**src/rtl/imem_pkg.sv**
```systemverilog
// Shared definitions for the instruction-memory loader.
//   IMEM_DEPTH     words loaded per session
//   IMEM_ADDR_W    imem address width (2**IMEM_ADDR_W == IMEM_DEPTH)
//   INSTR_W        instruction width, always four bytes
//   loader_state_t loader FSM encoding
package imem_pkg;

  localparam int IMEM_DEPTH     = 8;
  localparam int IMEM_ADDR_W    = 3;
  localparam int INSTR_W        = 32;
  localparam int BYTES_PER_WORD = INSTR_W / 8;

  typedef enum logic [2:0] {
    ST_IDLE    = 3'd0,
    ST_COLLECT = 3'd1,
    ST_WRITE   = 3'd2,
    ST_CHECK   = 3'd3,
    ST_DONE    = 3'd4
  } loader_state_t;

endpackage

```
**src/rtl/imem_word_packer.sv**
```systemverilog
// Packs a stream of bytes into a 32-bit little-endian word.
// Ports:
//   clk, rst_n  clock, asynchronous active-low reset
//   i_clear     restart at byte 0 and zero the word
//   i_push      place i_byte in the next byte lane
//   i_byte      data byte
//   o_full      this push completes the word (combinational)
//   o_word      assembled word; byte k sits in bits [8k+7:8k]
module imem_word_packer
  import imem_pkg::*;
(
  input  logic               clk,
  input  logic               rst_n,
  input  logic               i_clear,
  input  logic               i_push,
  input  logic [7:0]         i_byte,
  output logic               o_full,
  output logic [INSTR_W-1:0] o_word
);

  logic [1:0]         r_idx;
  logic [INSTR_W-1:0] r_word;

  // NOTE: state is assigned with <= so every register samples pre-edge values;
  // a blocking = here would let later statements see the updated index.
  always_ff @(posedge clk or negedge rst_n) begin
    if (!rst_n) begin
      r_idx  <= '0;
      r_word <= '0;
    end else if (i_clear) begin
      r_idx  <= '0;
      r_word <= '0;
    end else if (i_push) begin
      r_word[{r_idx, 3'b000} +: 8] <= i_byte;
      r_idx                        <= r_idx + 2'd1;  // wraps 3 -> 0 for the next word
    end
  end

  assign o_full = i_push && (r_idx == 2'd3);
  assign o_word = r_word;

endmodule

```
**src/rtl/imem_loader.sv**
```systemverilog
// Writer side of the instruction memory: receives bytes over a valid/ready
// handshake, packs four per word and writes DEPTH words to addresses 0..DEPTH-1.
// Optional feature macro: IMEM_LOADER_CHECKSUM_EN adds a trailing checksum
// byte compared against the mod-256 sum of all data bytes.
// Ports:
//   clk, rst_n        clock, asynchronous active-low reset
//   start             pulse; begins a session from IDLE or DONE
//   byte_in/valid     byte stream input, byte_ready is the handshake reply
//   mem_we/addr/wdata imem write port, one write strobe per word
//   busy, done        session status; done held until the next start
//   word_count        words written this session, 0..DEPTH
//   cksum_err         checksum mismatch (0 when the macro is undefined)
module imem_loader
  import imem_pkg::*;
#(
  parameter int DEPTH  = IMEM_DEPTH,
  parameter int ADDR_W = IMEM_ADDR_W,
  parameter int WORD_W = INSTR_W
) (
  input  logic              clk,
  input  logic              rst_n,
  input  logic              start,
  input  logic [7:0]        byte_in,
  input  logic              byte_valid,
  output logic              byte_ready,
  output logic              mem_we,
  output logic [ADDR_W-1:0] mem_addr,
  output logic [WORD_W-1:0] mem_wdata,
  output logic              busy,
  output logic              done,
  output logic [ADDR_W:0]   word_count,
  output logic              cksum_err
);

  localparam logic [ADDR_W:0] LAST_WORD = (ADDR_W + 1)'(DEPTH - 1);

  loader_state_t     r_state;
  logic              r_byte_ready;
  logic              r_mem_we;
  logic [ADDR_W-1:0] r_addr;
  logic              r_busy;
  logic              r_done;
  logic [ADDR_W:0]   r_word_count;

  logic               w_accept;
  logic               w_push;
  logic               w_clear;
  logic               w_full;
  logic [INSTR_W-1:0] w_word;

  assign w_accept = byte_valid && r_byte_ready;
  assign w_push   = w_accept && (r_state == ST_COLLECT);
  assign w_clear  = start && ((r_state == ST_IDLE) || (r_state == ST_DONE));

  imem_word_packer u_packer (
    .clk     (clk),
    .rst_n   (rst_n),
    .i_clear (w_clear),
    .i_push  (w_push),
    .i_byte  (byte_in),
    .o_full  (w_full),
    .o_word  (w_word)
  );

`ifdef IMEM_LOADER_CHECKSUM_EN
  logic [7:0] r_sum;
  logic       r_cksum_err;
`endif

  always_ff @(posedge clk or negedge rst_n) begin
    if (!rst_n) begin
      r_state      <= ST_IDLE;
      r_byte_ready <= 1'b0;
      r_mem_we     <= 1'b0;
      r_addr       <= '0;
      r_busy       <= 1'b0;
      r_done       <= 1'b0;
      r_word_count <= '0;
`ifdef IMEM_LOADER_CHECKSUM_EN
      r_sum        <= '0;
      r_cksum_err  <= 1'b0;
`endif
    end else begin
      case (r_state)
        ST_IDLE, ST_DONE: begin
          // A start while busy never reaches here, so it cannot restart a session.
          if (start) begin
            r_state      <= ST_COLLECT;
            r_byte_ready <= 1'b1;
            r_busy       <= 1'b1;
            r_done       <= 1'b0;
            r_word_count <= '0;
            r_addr       <= '0;
`ifdef IMEM_LOADER_CHECKSUM_EN
            r_sum        <= '0;
            r_cksum_err  <= 1'b0;
`endif
          end
        end

        ST_COLLECT: begin
          if (w_accept) begin
`ifdef IMEM_LOADER_CHECKSUM_EN
            r_sum <= r_sum + byte_in;
`endif
            if (w_full) begin
              r_state      <= ST_WRITE;
              r_byte_ready <= 1'b0;
              r_mem_we     <= 1'b1;
            end
          end
        end

        ST_WRITE: begin
          r_mem_we     <= 1'b0;
          r_word_count <= r_word_count + 1'b1;
          r_addr       <= r_addr + 1'b1;
          if (r_word_count == LAST_WORD) begin
`ifdef IMEM_LOADER_CHECKSUM_EN
            r_state      <= ST_CHECK;
            r_byte_ready <= 1'b1;
`else
            r_state      <= ST_DONE;
            r_busy       <= 1'b0;
            r_done       <= 1'b1;
`endif
          end else begin
            r_state      <= ST_COLLECT;
            r_byte_ready <= 1'b1;
          end
        end

`ifdef IMEM_LOADER_CHECKSUM_EN
        ST_CHECK: begin
          if (w_accept) begin
            r_cksum_err  <= (byte_in != r_sum);
            r_state      <= ST_DONE;
            r_byte_ready <= 1'b0;
            r_busy       <= 1'b0;
            r_done       <= 1'b1;
          end
        end
`endif

        default: begin
          r_state      <= ST_IDLE;
          r_byte_ready <= 1'b0;
          r_mem_we     <= 1'b0;
          r_busy       <= 1'b0;
        end
      endcase
    end
  end

  assign byte_ready = r_byte_ready;
  assign mem_we     = r_mem_we;
  assign mem_addr   = r_addr;
  assign mem_wdata  = WORD_W'(w_word);
  assign busy       = r_busy;
  assign done       = r_done;
  assign word_count = r_word_count;

`ifdef IMEM_LOADER_CHECKSUM_EN
  assign cksum_err = r_cksum_err;
`else
  assign cksum_err = 1'b0;
`endif

endmodule
```
**config.mk**
```make
export PLATFORM = sky130hd
export DESIGN_NAME = imem_loader
export DESIGN_NICKNAME = d
export VERILOG_FILES = /design/src/rtl/imem_pkg.sv /design/src/rtl/imem_word_packer.sv /design/src/rtl/imem_loader.sv
export SDC_FILE = /design/constraint.sdc
export NUM_CORES = 1
export LEC_CHECK = 0
export BUFFER_PORTS_ARGS = -buffer_cell sky130_fd_sc_hd__buf_4
export CELL_PAD_IN_SITES_DETAIL_PLACEMENT = 0
export CELL_PAD_IN_SITES_GLOBAL_PLACEMENT = 1
export CORE_ASPECT_RATIO = 0.9
export CORE_UTILIZATION = 41
export CTS_CLUSTER_SIZE = 20
export DETAILED_ROUTE_END_ITERATION = 10
export PLACE_DENSITY_LB_ADDON = 0.1
export SLEW_MARGIN = 25
export SYNTH_ARGS = -nofsm -noshare
export SYNTH_HDL_FRONTEND = slang
export SYNTH_SLANG_ARGS = --single-unit
```
**constraint.sdc**
```tcl
create_clock -name clk -period 2.15 [get_ports clk]
set_input_delay 0.43 -clock clk [delete_from_list [all_inputs] [get_ports clk]]
set_output_delay 0.43 -clock clk [all_outputs]
set_load 0.03 [all_outputs]
```
### Word level (Yosys, flattened, before mapping)

Cells that the tools add are included.

* add/sub/neg operators: 4
* equality and inequality tests: 10
* shifts and indexed selects: 2
* multiplexer cells: 27
* bitwise operators: 2
* reduce and logical (&&, ||, !) cells: 15

Operators by type and width (number)
* two-way mux 32 bit: 2
* bitwise mux 32 bit: 1
* variable shift 8 x 7 -> 32 bit (first input constant): 1
* indexed part select 8 x 7 -> 32 bit: 1
* two-way mux 3 bit: 5
* AND reduction 3 bit: 4
* two-way mux 1 bit: 9
* case mux 3 bit (3 select lines): 1
* != test 2 bit (second input constant): 4
* case mux 4 bit (2 select lines): 1
* negation 5 -> 7 bit: 1
* case mux 1 bit (3 select lines): 2
* case mux 3 bit (2 select lines): 1
* adder 4 x 1 -> 4 bit (second input constant): 1
* equality test 4 x 3 -> 1 bit (second input constant): 1
* logical AND 1 bit: 4
* two-way mux 2 bit: 2
* two-way mux 4 bit: 1
* case mux 1 bit (2 select lines): 2
* AND reduction 4 bit: 1
* nonzero test 2 bit: 2
* adder 3 x 1 -> 3 bit (second input constant): 1
* equality test 3 x 1 -> 1 bit (second input constant): 1
* equality test 3 x 2 -> 1 bit (second input constant): 1
* other kinds (9): 10

* register bits after elaboration: 48
* word-level logic and storage cells: 69

### Logic depth before layout (Yosys ltp)

* depth after elaboration: 6
* depth in mapped cells: 6
* mapped depth without buffers: 5

### Cells and area by module

A second synthesis with hierarchy kept.

* cells, all modules: 171
* area total of the unflattened synthesis: 2167.1 µm²

By module, submodules not included
* imem_word_packer: instances 1, cells each 106, area each 1458.9 µm², sequential area each 850.8 µm²
* imem_loader: instances 1, cells each 65, area each 708.2 µm², sequential area each 350.3 µm²

### Worst setup path before layout

No wires, ideal clock.

* path type: reg2reg
* start point: reg u_packer.r_idx[0]
* end point: reg u_packer.r_word[18], in the netlist u_packer.o_word[18]
* data arrival time: 1655 ps
* data required time: 2071 ps
* setup slack: 415 ps
* stages on the path, launching flop included: 6
* period minus slack after synthesis: 1735 ps
* path through: dfrtp_1 -> inv_1 -> ha_1 -> nor3b_1 -> nand3_1 -> mux2i_1

* longest elaborated chain between the ends: 5

RTL lines
* from (decl): line imem_word_packer.sv:21 `logic [1:0] r_idx;`
* from (signal assigned): line imem_word_packer.sv:35 `r_idx <= r_idx + 2'd1;`
* negation 5 -> 7 bit *: line imem_word_packer.sv:34 `r_word[{r_idx, 3'b000} +: 8] <= i_byte;`
* indexed part select 8 x 7 -> 32 bit / variable shift 8 x 7 -> 32 bit (equally long branches): line imem_word_packer.sv:34
* bitwise mux 32 bit *: line imem_word_packer.sv:34
* two-way mux 32 bit *: line imem_word_packer.sv:33 `end else if (i_push) begin`
* two-way mux 32 bit *: line imem_word_packer.sv:30 `end else if (i_clear) begin`
* to (signal, indexed assignment): line imem_word_packer.sv:34
* to (decl): line imem_word_packer.sv:22 `logic [INSTR_W-1:0] r_word;`

Mark *: on every way between the ends. The rest lies on a longest branch, timed or not. The select of a mux whose other input is x is not followed.
A chain may end at the register's enable or synchronous reset.

### Worst setup path in the final report

Same ends and word-level chain as after synthesis.

==> impl_metrics.yaml <==
place:
  number_of_instances_in_the_placed_design: 341
  gp_routability_congestion: 0.7469
  place_area_um2: 2868
  detailedPlacementHpwl_um: 3776
  placement.io_buffers: 54
worst_setup_path:
  start_kind: "flop"
  worst_setup_path_end_kind: "flop"
  critical_path.max_fanout: 12
  cp.required_ps: 2370
  worstSetupPathType: "reg2reg"
  worst_ep_arrival_time_ps: 2070
cells_and_area:
  areaGrowthSynthToFinish_pct: 23.25
  nNetsFinal: 300
  layout.cell_area.non_filler_um2: 2945
  num_antenna_cells: 0
  layout-drive-gt1-share_pct: 29.54
  final_cell_count_no_fill: 348
  layout.core_utilization_pct: 54.11
  final.fill_count: 516
clock_tree:
  cts.hold.buffers_added: 0
  cts-buffers-inserted: 5
  postCtsResizedCells: 0
  post_cts_setup_buffer_count: 0
  cts.path.max_buffers: 2
  clock_insertion_delay_worst_skew_ps: 300
  tritoncts: "built"
  clock_transition_at_the_registers_of_the_reported_paths_ps: 90
  clock_tree.root_cell: "clkbuf_8"
  cts_htree_levels: 2
  cts_num_sinks: 48
sta:
  timing.max_slew.rel_slack_pct: 59.47
  fin_skew_ps: 2.661
  finalCriticalPeriod_ps: 1848
  achievable-frequency_ghz: 0.5412
  finalSetupViolations: 0
  finalMaxSlewViolations: 0
  slew_worst_pin_ps: 608.0
  endpoints_failing_hold: 0
  timing.setup.tns_ps: 0
  period_utilization_pct: 85.94
  rsz_0062_raised_after_global_routing: "false"
synthesis:
  ys_seq_area_share_pct: 50.26
  post_synth_instance_area_um2: 2390
  synth_async_reset_ratio_pct: 100.0
  yosysTopAreaCell: "dfrtp_1"
  synthesis.area_per_instance_um2: 10.48
  yosys_most_used_dff: "dfrtp_1"
  postSynthCellCount: 228
  synth_largest_type_area_fraction_pct: 50.26
  ys.warnings.count: 0
  number_of_library_cell_types_mapped_by_synthesis: 33
  postSynthNetCount: 247
  post_synth_main_area_contributors: "dfrtp_1 50%, mux2i_1 11%, nand2_1 5.8%, nand4_1 4.7%, ha_1 3.7%"
  count_of_state_elements_after_synthesis: 48
  synth_enable_flop_cells: 0
routing:
  wl_per_cell_um: 16.36
  detail_route.drc_violations: 0
  dr.first_iter.drc_count: 106
  vias_per_instance: 5.345
  detailedRoute.firstPassIterationCount: 4
  via_count: 1860
  drt_wl_total_um: 5694
  ant_nets: 0
floorplanning:
  die-height_um: 74.43
  die_x_um: 82.48
  design.die.area_um2: 6139
  io-pin-count: 56
  initial_core_util_pct: 43.91
  core_area_um2: 5443
  rows: 25
power_and_ir_drop:
  power.density_nw_per_um2: 532.3
  power_leakage_nw: 1.441
  ir_worst_vdd_mv: 0.2920
global_route:
  groute.usage.overall_pct: 20.25
  global_route_wire_length_before_repair_um: 9059
  globalRouteOverflowTotal: 0
  grt_pass1_vias: 1716
  grt_antenna_before_repair: 0
  grt_max_degree: 49
worst_hold_path:
  min-delay-path-class: "in2async"
job:
  max-cap-violations: 0
outcome:
  run_status: "finished, final reports clean"
cells in the final DEF (no fill, tap or decap):
master / n
buf_4: 64
dfrtp_1: 48
nand2_1: 37
mux2i_1: 27
nand4_1: 18
inv_1: 12
a311oi_1: 8
a31o_2: 8
ha_1: 7
nor2_1: 6
clkbuf_8: 5
nand3_1: 4
nor3b_1: 4
a21oi_1: 4
and3_1: 3
a22o_1: 3
o21ai_0: 3
or3b_1: 2
and3b_1: 2
nor3b_2: 2
o211ai_1: 2
nor2b_1: 1
and2b_1: 1
nand3_2: 1
a211o_1: 1
nor4_2: 1
a21o_1: 1
a31oi_1: 1
nand2b_1: 1
mux2_2: 1
conb_1: 1
clkinv_2: 1
clkbuf_1: 1
state kept, by name (all words and copies together) (netlist names):
name / cells
byte_ready: 1
busy: 1
u_packer.r_idx: 2
u_packer.o_word: 32
word_count: 4
mem_we: 1
done: 1
r_state: 3
mem_addr: 3
cell type report:
type                            count  area [um2]  share of cell area [%]
Timing Repair Buffer               64       480.5                   16.31
Tap cell                           67       83.83                   2.846
Clock inverter                      1       5.005                  0.1699
Multi-Input combinational cell    150        1057                   35.90
Clock buffer                        6       72.57                   2.464
Sequential cell                    48        1201                   40.78
Inverter                           12       45.04                   1.529
routing by layer:
layer	vias up	track usage, %	part of all wire [%]
li1	916	-	-
met1	880	31.75	53
met5	-	0	0
met4	0	7.212	1.1
met3	7	4.172	4.9
met2	57	27.09	41
where the power goes:
group	internal [mW]	leakage [nW]	switching, mW	total (mW)
clock network	0.222	0.0410	0.302	0.524
registers	0.911	0.616	0.00615	0.918
logic	0.0472	0.784	0.0795	0.127
total	1.18	1.44	0.387	1.57
cells by family after synthesis:
kind of cell | count (synthesis) | synth area share [%]
fa+ha+maj | 7 | 3.665
mux | 28 | 11.78
compound gates | 31 | 10.00
buf+inv | 30 | 5.497
flops | 48 | 50.26
simple gates | 83 | 18.64
other cells | 1 | 0.1569
worst max-delay path: stages, from the launching register on:
cell     delay [ps]
dfrtp_1         480
inv_1           140
ha_1            500
nor3b_1         230
buf_4           180
nand3_1          80
mux2i_1         150
synthesized netlist by cell type (2+ instances only):
library cell	count
a31o_2	8
o211ai_1	2
buf_4	2
mux2i_1	27
inv_1	12
nand4_1	18
nor3b_1	4
buf_2	9
nand3_1	4
or3b_1	2
nand2_1	37
o21ai_0	3
a311oi_1	8
a21oi_1	4
nor2_1	6
and3_1	3
and3b_1	2
a22o_1	3
dfrtp_1	48
ha_1	7
clkbuf_1	5
nor3b_2	2
buf_1	2
per-stage QoR:
step	setup WS [ps]	hold WS [ps]	power [mW]
6_report	302.4	135.7	1.568
5_1_grt	156.5	181.2	1.628
4_1_cts	280.5	157.0	1.585
3_5_place_dp	322.3	466.8	1.064
3_3_place_gp	382.4	466.3	1.063
2_1_floorplan	415.2	134.4	0.9913
final timing paths:
check,depth (start not counted),start,slack (ps),to
max in group asynchronous,1,rst_n,1610,u_packer.o_word[15]$_DFFE_PN0P_
worst min register to register,1,mem_addr[2]$_DFFE_PN0P_,480,mem_addr[2]$_DFFE_PN0P_
worst min-delay path,1,rst_n,140,u_packer.o_word[3]$_DFFE_PN0P_
min in group clk,2,byte_in[2],410,u_packer.o_word[26]$_DFFE_PN0P_
worst max-delay path,6,u_packer.r_idx[0]$_DFFE_PN0P_,300,u_packer.o_word[18]$_DFFE_PN0P_
worst max register to register,6,u_packer.r_idx[0]$_DFFE_PN0P_,300,u_packer.o_word[18]$_DFFE_PN0P_
Power figures use the tool's default switching activity.
